$ cat config.mk
export PLATFORM = sky130hd
export DESIGN_NAME = pc_sequencer
export DESIGN_NICKNAME = d
export VERILOG_FILES = /design/src/rtl/pc_sequencer_pkg.sv /design/src/rtl/pc_sequencer_incr.sv /design/src/rtl/pc_sequencer.sv
export SDC_FILE = /design/constraint.sdc
export NUM_CORES = 1
export LEC_CHECK = 0
export ABC_AREA = 1
export BUFFER_PORTS_ARGS = -buffer_cell sky130_fd_sc_hd__buf_2
export CAP_MARGIN = 0
export CORE_ASPECT_RATIO = 2
export CORE_MARGIN = 2
export CORE_UTILIZATION = 46
export DETAILED_ROUTE_END_ITERATION = 8
export PLACE_DENSITY = 0.77
export SETUP_SLACK_MARGIN = 0.05
export SYNTH_ARGS = -nofsm -noshare
export SYNTH_HDL_FRONTEND = slang
export SYNTH_SLANG_ARGS = --single-unit
$ cat constraint.sdc
create_clock -name clk -period 1.7 [get_ports clk]
set_input_delay 0 -clock clk [delete_from_list [all_inputs] [get_ports clk]]
set_output_delay 0 -clock clk [all_outputs]
set_load 0.01 [all_outputs]
$ cat src/rtl/pc_sequencer_pkg.sv
// Shared definitions for the program-counter sequencer: the sequencer state
// enum and the default reset/trap vectors.
package pc_sequencer_pkg;

    // Sequencer operating states.
    typedef enum logic [1:0] {
        ST_BOOT = 2'd0,
        ST_RUN  = 2'd1,
        ST_HALT = 2'd2
    } state_e;

    // Default vectors. The top module narrows them to XLEN.
    localparam logic [31:0] DEF_RESET_VECTOR = 32'h0000_0000;
    localparam logic [31:0] DEF_TRAP_VECTOR  = 32'h0000_0100;

endpackage

$ cat src/rtl/pc_sequencer_incr.sv
// Sequential-PC incrementer: adds 2 (compressed step) or 4 to the PC.
// The sum wraps modulo 2^XLEN and has no carry out.
module pc_incr #(
    parameter int XLEN = 32
) (
    input  logic [XLEN-1:0] pc_i,
    input  logic            half_step_i,
    output logic [XLEN-1:0] sum_o
);

    logic [XLEN-1:0] step;

    // Choose the step size, then add it with natural modulo wrap.
    always_comb begin
        step  = half_step_i ? XLEN'(2) : XLEN'(4);
        sum_o = pc_i + step;
    end

endmodule

$ cat src/rtl/pc_sequencer.sv
// Program-counter sequencer: BOOT/RUN/HALT control, the redirect/trap
// priority, misaligned-redirect capture and the sequential-PC output.
//
// Handshake note: there is no valid/ready pair here. pc_o is a fetch address
// only while valid_o is high (RUN). Each control input is sampled on the
// rising edge and has no acknowledge. misalign_o is a registered pulse that
// is high for one cycle after each misaligned redirect.
module pc_sequencer
    import pc_sequencer_pkg::*;
#(
    parameter int              XLEN         = 32,
    parameter logic [XLEN-1:0] RESET_VECTOR = XLEN'(DEF_RESET_VECTOR),
    parameter logic [XLEN-1:0] TRAP_VECTOR  = XLEN'(DEF_TRAP_VECTOR),
    parameter int              C_EXT        = 0
) (
    input  logic            clk,
    input  logic            rst_n,
    input  logic            stall_i,
    input  logic            redirect_i,
    input  logic [XLEN-1:0] target_i,
    input  logic            trap_i,
    input  logic            is_compressed_i,
    input  logic            halt_i,
    input  logic            resume_i,
    output logic [XLEN-1:0] pc_o,
    output logic [XLEN-1:0] pc_seq_o,
    output logic            valid_o,
    output logic            misalign_o,
    output logic [XLEN-1:0] bad_addr_o,
    output logic [1:0]      dbg_state_o
);

    localparam bit CEXT_ON = (C_EXT != 0);

    state_e          state_q, state_d;
    logic [XLEN-1:0] pc_q, pc_d;
    logic            misalign_q, misalign_d;
    logic [XLEN-1:0] bad_addr_q, bad_addr_d;

    logic            half_step;
    logic            target_aligned;
    logic [XLEN-1:0] pc_seq;

    // Step size and target alignment both depend on the compressed-ISA option.
    always_comb begin
        half_step      = CEXT_ON && is_compressed_i;
        target_aligned = CEXT_ON ? ~target_i[0] : (target_i[1:0] == 2'b00);
    end

    pc_incr #(
        .XLEN(XLEN)
    ) u_incr (
        .pc_i       (pc_q),
        .half_step_i(half_step),
        .sum_o      (pc_seq)
    );

    // Next-state and next-PC selection. Trap beats redirect, and redirect
    // beats stall. A halt request takes effect after this edge's PC update.
    always_comb begin
        state_d    = state_q;
        pc_d       = pc_q;
        misalign_d = 1'b0;
        bad_addr_d = bad_addr_q;
        case (state_q)
            ST_BOOT: begin
                state_d = ST_RUN;
            end
            ST_RUN: begin
                if (trap_i) begin
                    pc_d = TRAP_VECTOR;
                end else if (redirect_i && target_aligned) begin
                    pc_d = target_i;
                end else if (redirect_i) begin
                    pc_d       = TRAP_VECTOR;
                    misalign_d = 1'b1;
                    bad_addr_d = target_i;
                end else if (!stall_i) begin
                    pc_d = pc_seq;
                end
                if (halt_i) begin
                    state_d = ST_HALT;
                end
            end
            ST_HALT: begin
                if (trap_i) begin
                    pc_d = TRAP_VECTOR;
                end
                if (resume_i && !halt_i) begin
                    state_d = ST_RUN;
                end
            end
            default: begin
                state_d = ST_BOOT;
                pc_d    = RESET_VECTOR;
            end
        endcase
    end

    // State, PC and misalign bookkeeping registers. All are cleared by the
    // asynchronous reset.
    always_ff @(posedge clk or negedge rst_n) begin
        if (!rst_n) begin
            state_q    <= ST_BOOT;
            pc_q       <= RESET_VECTOR;
            misalign_q <= 1'b0;
            bad_addr_q <= '0;
        end else begin
            state_q    <= state_d;
            pc_q       <= pc_d;
            misalign_q <= misalign_d;
            bad_addr_q <= bad_addr_d;
        end
    end

    // Drive the outputs from the registers and the incrementer.
    always_comb begin
        pc_o        = pc_q;
        pc_seq_o    = pc_seq;
        valid_o     = (state_q == ST_RUN);
        misalign_o  = misalign_q;
        bad_addr_o  = bad_addr_q;
        dbg_state_o = state_q;
    end

endmodule

* Word-level counts from Yosys, hierarchy flattened
Cells that the tools add are included.
** Word-level totals
- Bits in registers :: 67
- Output and inout bits :: 100
** Operators by class
- Equal/unequal tests :: 6
- $add $sub $neg :: 1
- Reductions and logical operators :: 8
- Bitwise operators :: 3
- Mux-type cells :: 13
** Operator list (count)
- $mux W32 :: 5
- $pmux W32 S3 :: 1
- $add A32 B3 Y32 const B :: 1
- $ne A2 B2 Y1 const B :: 3
- $pmux W2 S3 :: 1
- $ne A5 B4 Y1 const B :: 1
- $logic_not A2 Y1 :: 2
- $mux W1 :: 4
- $mux W2 :: 2
- $reduce_and A4 Y1 :: 1
- $not A1 Y1 :: 3
- $reduce_and A3 Y1 :: 1
- $eq A2 B1 Y1 const B :: 1
- $eq A2 B2 Y1 const B :: 1
- $logic_and A1 B1 Y1 :: 2
- $reduce_and A2 Y1 :: 1
- $logic_not A1 Y1 :: 1

* Depth between registers and ports, before layout
- Depth after elaboration :: 6
- Gate-level depth with buffers :: 11

* By module
Synthesis repeated with hierarchy kept, for this count alone.
** Second synthesis, totals
- Cells, all modules :: 570
- Area, all modules :: 4190.3 µm²
** By module, submodules not included
- pc_sequencer :: cells each 378, seq. area each 1676.6 µm², instances 1, area each 3260.6 µm²
- pc_incr :: cells each 192, seq. area each 0.0 µm², instances 1, area each 929.6 µm²

* Worst setup path before layout
Ideal clock, no wire load.
- Path type :: reg-to-reg
- Start :: register state_q[1], in the netlist dbg_state_o[1]
- End :: register bad_addr_q[10], in the netlist bad_addr_o[10]
- Clock period less this slack :: 1.881 ns
- Buffers on the path :: 1
- Path slack :: -0.181 ns
- Cell stages (with the launch flop) :: 9
- Data arrival time :: 1.756 ns
- Path through :: dfrtp_1 inv_1 ha_1 nand2_1 nor2_1 nand2_1 nand2_2 buf_6 mux2_2
** Between the ends
- Cells in the longest elaborated chain, start to end :: 2
** Ends and longest elaborated chain
- start: declaration :: line pc_sequencer.sv:35 : state_e state_q, state_d;
- start signal: assignment :: line pc_sequencer.sv:109 : state_q <= state_d;
- $eq A2 B1 Y1
- via valid_o :: line pc_sequencer.sv:27 : output logic valid_o,
- $reduce_and A4 Y1 (no source line)
- end signal: assignment :: line pc_sequencer.sv:112 : bad_addr_q <= bad_addr_d;
- end: declaration :: line pc_sequencer.sv:38 : logic [XLEN-1:0] bad_addr_q, bad_addr_d;
The timed path passes the listed nets, and every way through them passes these cells.
A chain may end at the register's enable or synchronous reset.

* Final worst setup path
- Start :: register pc_q[2], in the netlist pc_o[2]
- End :: output pc_seq_o[20]
** Between the ends
- Cells in the longest elaborated chain, start to end :: 1
** Ends and longest elaborated chain
- start: declaration :: line pc_sequencer.sv:36 : logic [XLEN-1:0] pc_q, pc_d;
- start signal: assignment :: line pc_sequencer.sv:110 : pc_q <= pc_d;
- $add A32 B3 Y32 :: line pc_sequencer_incr.sv:16 : sum_o = pc_i + step;
- end: declaration :: line pc_sequencer.sv:26 : output logic [XLEN-1:0] pc_seq_o,
Every way passes these cells.

==> results by group <==
Synthesis
  – Synth cell count leaders: nand2_1, dfrtp_1, nor2_1, inv_1, nand3_1
  – Post-synthesis sequential area ratio: 41.86%
  – Number of flops mapped to enable cells by yosys: 0
  – Leading cell type by number of instances after synthesis: nand2_1
  – Post-synth top area share: 41.86%
  – Distinct cells, synth: 30
  – Area leader, netlist: dfrtp_1
  – Syn_nets: 595
  – #FFs+latches synth: 67
  – Most used DFF post-synth: dfrtp_1
  – Cells after Synth: 550
  – Top post-synthesis cells by area: dfrtp_1, nand2_1, mux2_2
  – Mapped Area: 4005 um2
  – Synth Warn #: 0
  – Async SR Flop Fraction: 100.0%
  – Synthesized area per cell: 7.282 um2

Worst setup path
  – Bufs and invs on worst path: 1
  – Crit path required time: 1700 ps
  – CP Data Arrival Time: 2020 ps
  – CP Max Fanout: 3
  – CP endpoint kind: output pin
  – Critical path launch point type: register
  – Worst setup path category: reg -> out
  – Crit-path slowest cell: dfrtp_1
  – Family with the most delay on the worst path: simple AND/OR/NAND/NOR gates
  – Worst path max stage delay: 430 ps
  – CP Cell Sequence: ha_4, nand2_4, nor2_4, nand3b_1, o21bai_1, and2_4, buf_6

STA
  – Post-layout min period: 2023 ps
  – Fmax achieved: 494.4 MHz
  – Worst-Margin Slew: 379.2 ps
  – Final max-slew violation count: 0
  – Final period util: 119.0%
  – Post-layout worst setup margin: -322.7 ps
  – Max transition margin: 74.68%
  – Worst Skew: 4.687 ps
  – Unrepaired setup endpoints after global routing: yes
  – Fin. Hold Viols: 0
  – Final setup violation count: 51

Power
  – Sequential Power Share: 31.8%
  – Worst vdd ir: 1.229 mV
  – Combinational power share: 44.6%
  – Sw power: 0.002681 W
  – Internal power: 0.004776 W
  – Leakage: 3.725 nW
  – Pwr Density: 1079 nW/um2
  – Switching power share of the total: 35.95%
  – Clock network power share: 23.6%

Detailed routing
  – Final wirelength: 17240 um
  – Via/cell ratio: 5.560
  – Routed Antenna Nets: 0
  – Drt pass-1 iters: 5
  – # DRC: 0
  – Initial DRC count: 477
  – Drt wl/cell: 19.09 um
  – Vias after detailed routing: 5021

Floorplan
  – FP Rows: 48
  – Die area: 9514 um2
  – Core area: 8528 um2
  – I/O pins: 140
  – Die Width: 69.98 um
  – Die height: 136.0 um
  – Initial Util: 46.96%

GRT
  – Largest net degree at the start of global routing: 39
  – First-pass GRT wire length: 23240 um
  – Initial antenna violation count: 0
  – GRT Total Usage: 31.58%
  – Vias in the first global route: 4789
  – Total grt overflow: 0

Clocking
  – H-tree Lvls: 3
  – CTS root buf: clkbuf_16
  – Clk_lat worst skew: 340 ps
  – CTS Buf Count: 9
  – Clock net sink count: 67
  – Deepest clock path buffer count: 2
  – Clock transition at the registers of the reported paths: 50 ps
  – CTS tree: built

Final layout
  – Layout cells sized above 1: 51.68%
  – Fin util: 81.02%
  – # diodes: 0
  – P&R area growth vs syn: 72.51%
  – Number of fill cells: 471
  – Nets: 843
  – Storage element area: 1694 um2
  – Multi-input logic area: 2739 um2

Outcome
  – Status: finished, violations left
  – Failing checks: setup timing

Place
  – GP Congestion: 0.9030
  – Place WS: -153.1 ps
  – DP HPWL: 9606 um
  – IO Port Bufs: 138

Min path
  – HP Class: in -> reg

Run
  – MaxCap Viol Count: 0
-- cells in the final DEF (no fill, tap or decap), types with 4 or more instances in the layout --
master / instances
and2_4: 4
buf_12: 8
buf_6: 21
dlygate4sd3_1: 31
inv_2: 7
nor2_1: 26
nor2_2: 11
nor2_4: 24
nand3_1: 25
nand2_4: 17
nand3_2: 6
o21ai_0: 7
nand2_1: 171
buf_4: 58
buf_2: 129
o21bai_1: 4
o21ai_1: 4
clkbuf_16: 9
inv_1: 40
dfrtp_1: 53
o21ai_2: 6
nand2_2: 47
mux2_4: 28
inv_4: 5
dfrtp_2: 14
and2_1: 7
-- cell type report --
type | instances | area share (%)
Multi-Input combinational cell | 416 | 39.64
Timing Repair Buffer | 248 | 26.10
Sequential cell | 67 | 24.52
Clock buffer | 14 | 3.821
Inverter | 53 | 3.260
Tap cell | 100 | 1.811
Timing Repair inverter | 3 | 0.7063
Clock inverter | 2 | 0.1449
-- through the flow --
stage / cell area, um2 / power, W / cells / hold WS, ps / setup TNS (ps)
2_1_floorplan: 4126 / 0.003754 / 550 / -295.6 / 0
3_3_place_gp: 5097 / 0.004738 / 802 / -82.52 / -8.475
3_5_place_dp: 5097 / 0.004873 / 802 / -80.61 / -3300
4_1_cts: 6254 / 0.007032 / 885 / 51.54 / -2316
5_1_grt: 6909 / 0.007726 / 903 / 79.13 / -9809
6_report: 6909 / 0.007457 / 903 / 60.65 / -6759
-- routing by layer --
layer / wire length [um] / global-route usage, % / vias to the layer above
met4: 1401 / 21.79 / 0
met1: 5837 / 31.93 / 2365
met5: 0 / 0 / -
li1: - / - / 2210
met2: 8820 / 57.88 / 334
met3: 1176 / 5.189 / 112
-- cell families after synthesis --
| group | Yosys count | share of synthesized area [%] |
|---|---|---|
| and+or+nand+nor | 346 | 35.05 |
| buffers and inverters | 67 | 7.404 |
| DFF | 67 | 41.86 |
| AOI/OAI and AO/OA | 31 | 4.749 |
| muxes | 28 | 7.872 |
| xor gates and xnor gates | 6 | 1.500 |
| adders and majority gates | 5 | 1.562 |
-- worst reg2reg max path: stages (launching register included) --
cell	delay [ps]
dfrtp_1	430
ha_4	200
nand2_4	70
nor2_4	180
nand3b_1	220
o21bai_1	300
buf_4	160
buf_6	80
nand3_2	50
nand2_1	80
nand2_1	50
nand2_1	50
-- worst paths after layout --
check                           slack (ps)  depth (start not counted)             to           from
worst max-delay path                  -320                          7   pc_seq_o[20]        pc_o[2]
worst min-delay path                    60                          4  bad_addr_o[1]    target_i[1]
worst max register to register        -220                         11       pc_o[20]        pc_o[2]
worst min register to register         480                          2  bad_addr_o[0]  bad_addr_o[0]
max in group asynchronous             1000                          3       pc_o[27]          rst_n
min in group asynchronous              110                          2  bad_addr_o[5]          rst_n
-- repair_timing --
item | 4_1_cts | 5_1_grt
resized for setup | 77 | 161
gates cloned | 4 | 1
setup buffers | 33 | 22
setup endpoints to repair | 73 | 85
hold buffers | 31 | 0
hold endpoints to repair | 116 | 0
pin swaps | 22 | 77
-- state kept, by name, indices dropped and copies added, names as in the netlist --
signal       flops
bad_addr_o      32
pc_o            32
dbg_state_o      2
misalign_o       1
-- power groups by stage --
stage	Sequential [W]	Combinational [W]	Clock, W
after floorplan	0.00256	0.00120	0
after global placement	0.00231	0.00243	0
after detailed placement	0.00234	0.00253	0
after CTS	0.00232	0.00296	0.00175
after global routing	0.00241	0.00349	0.00182
final	0.00237	0.00333	0.00176
(Power assumes the default switching activity.)
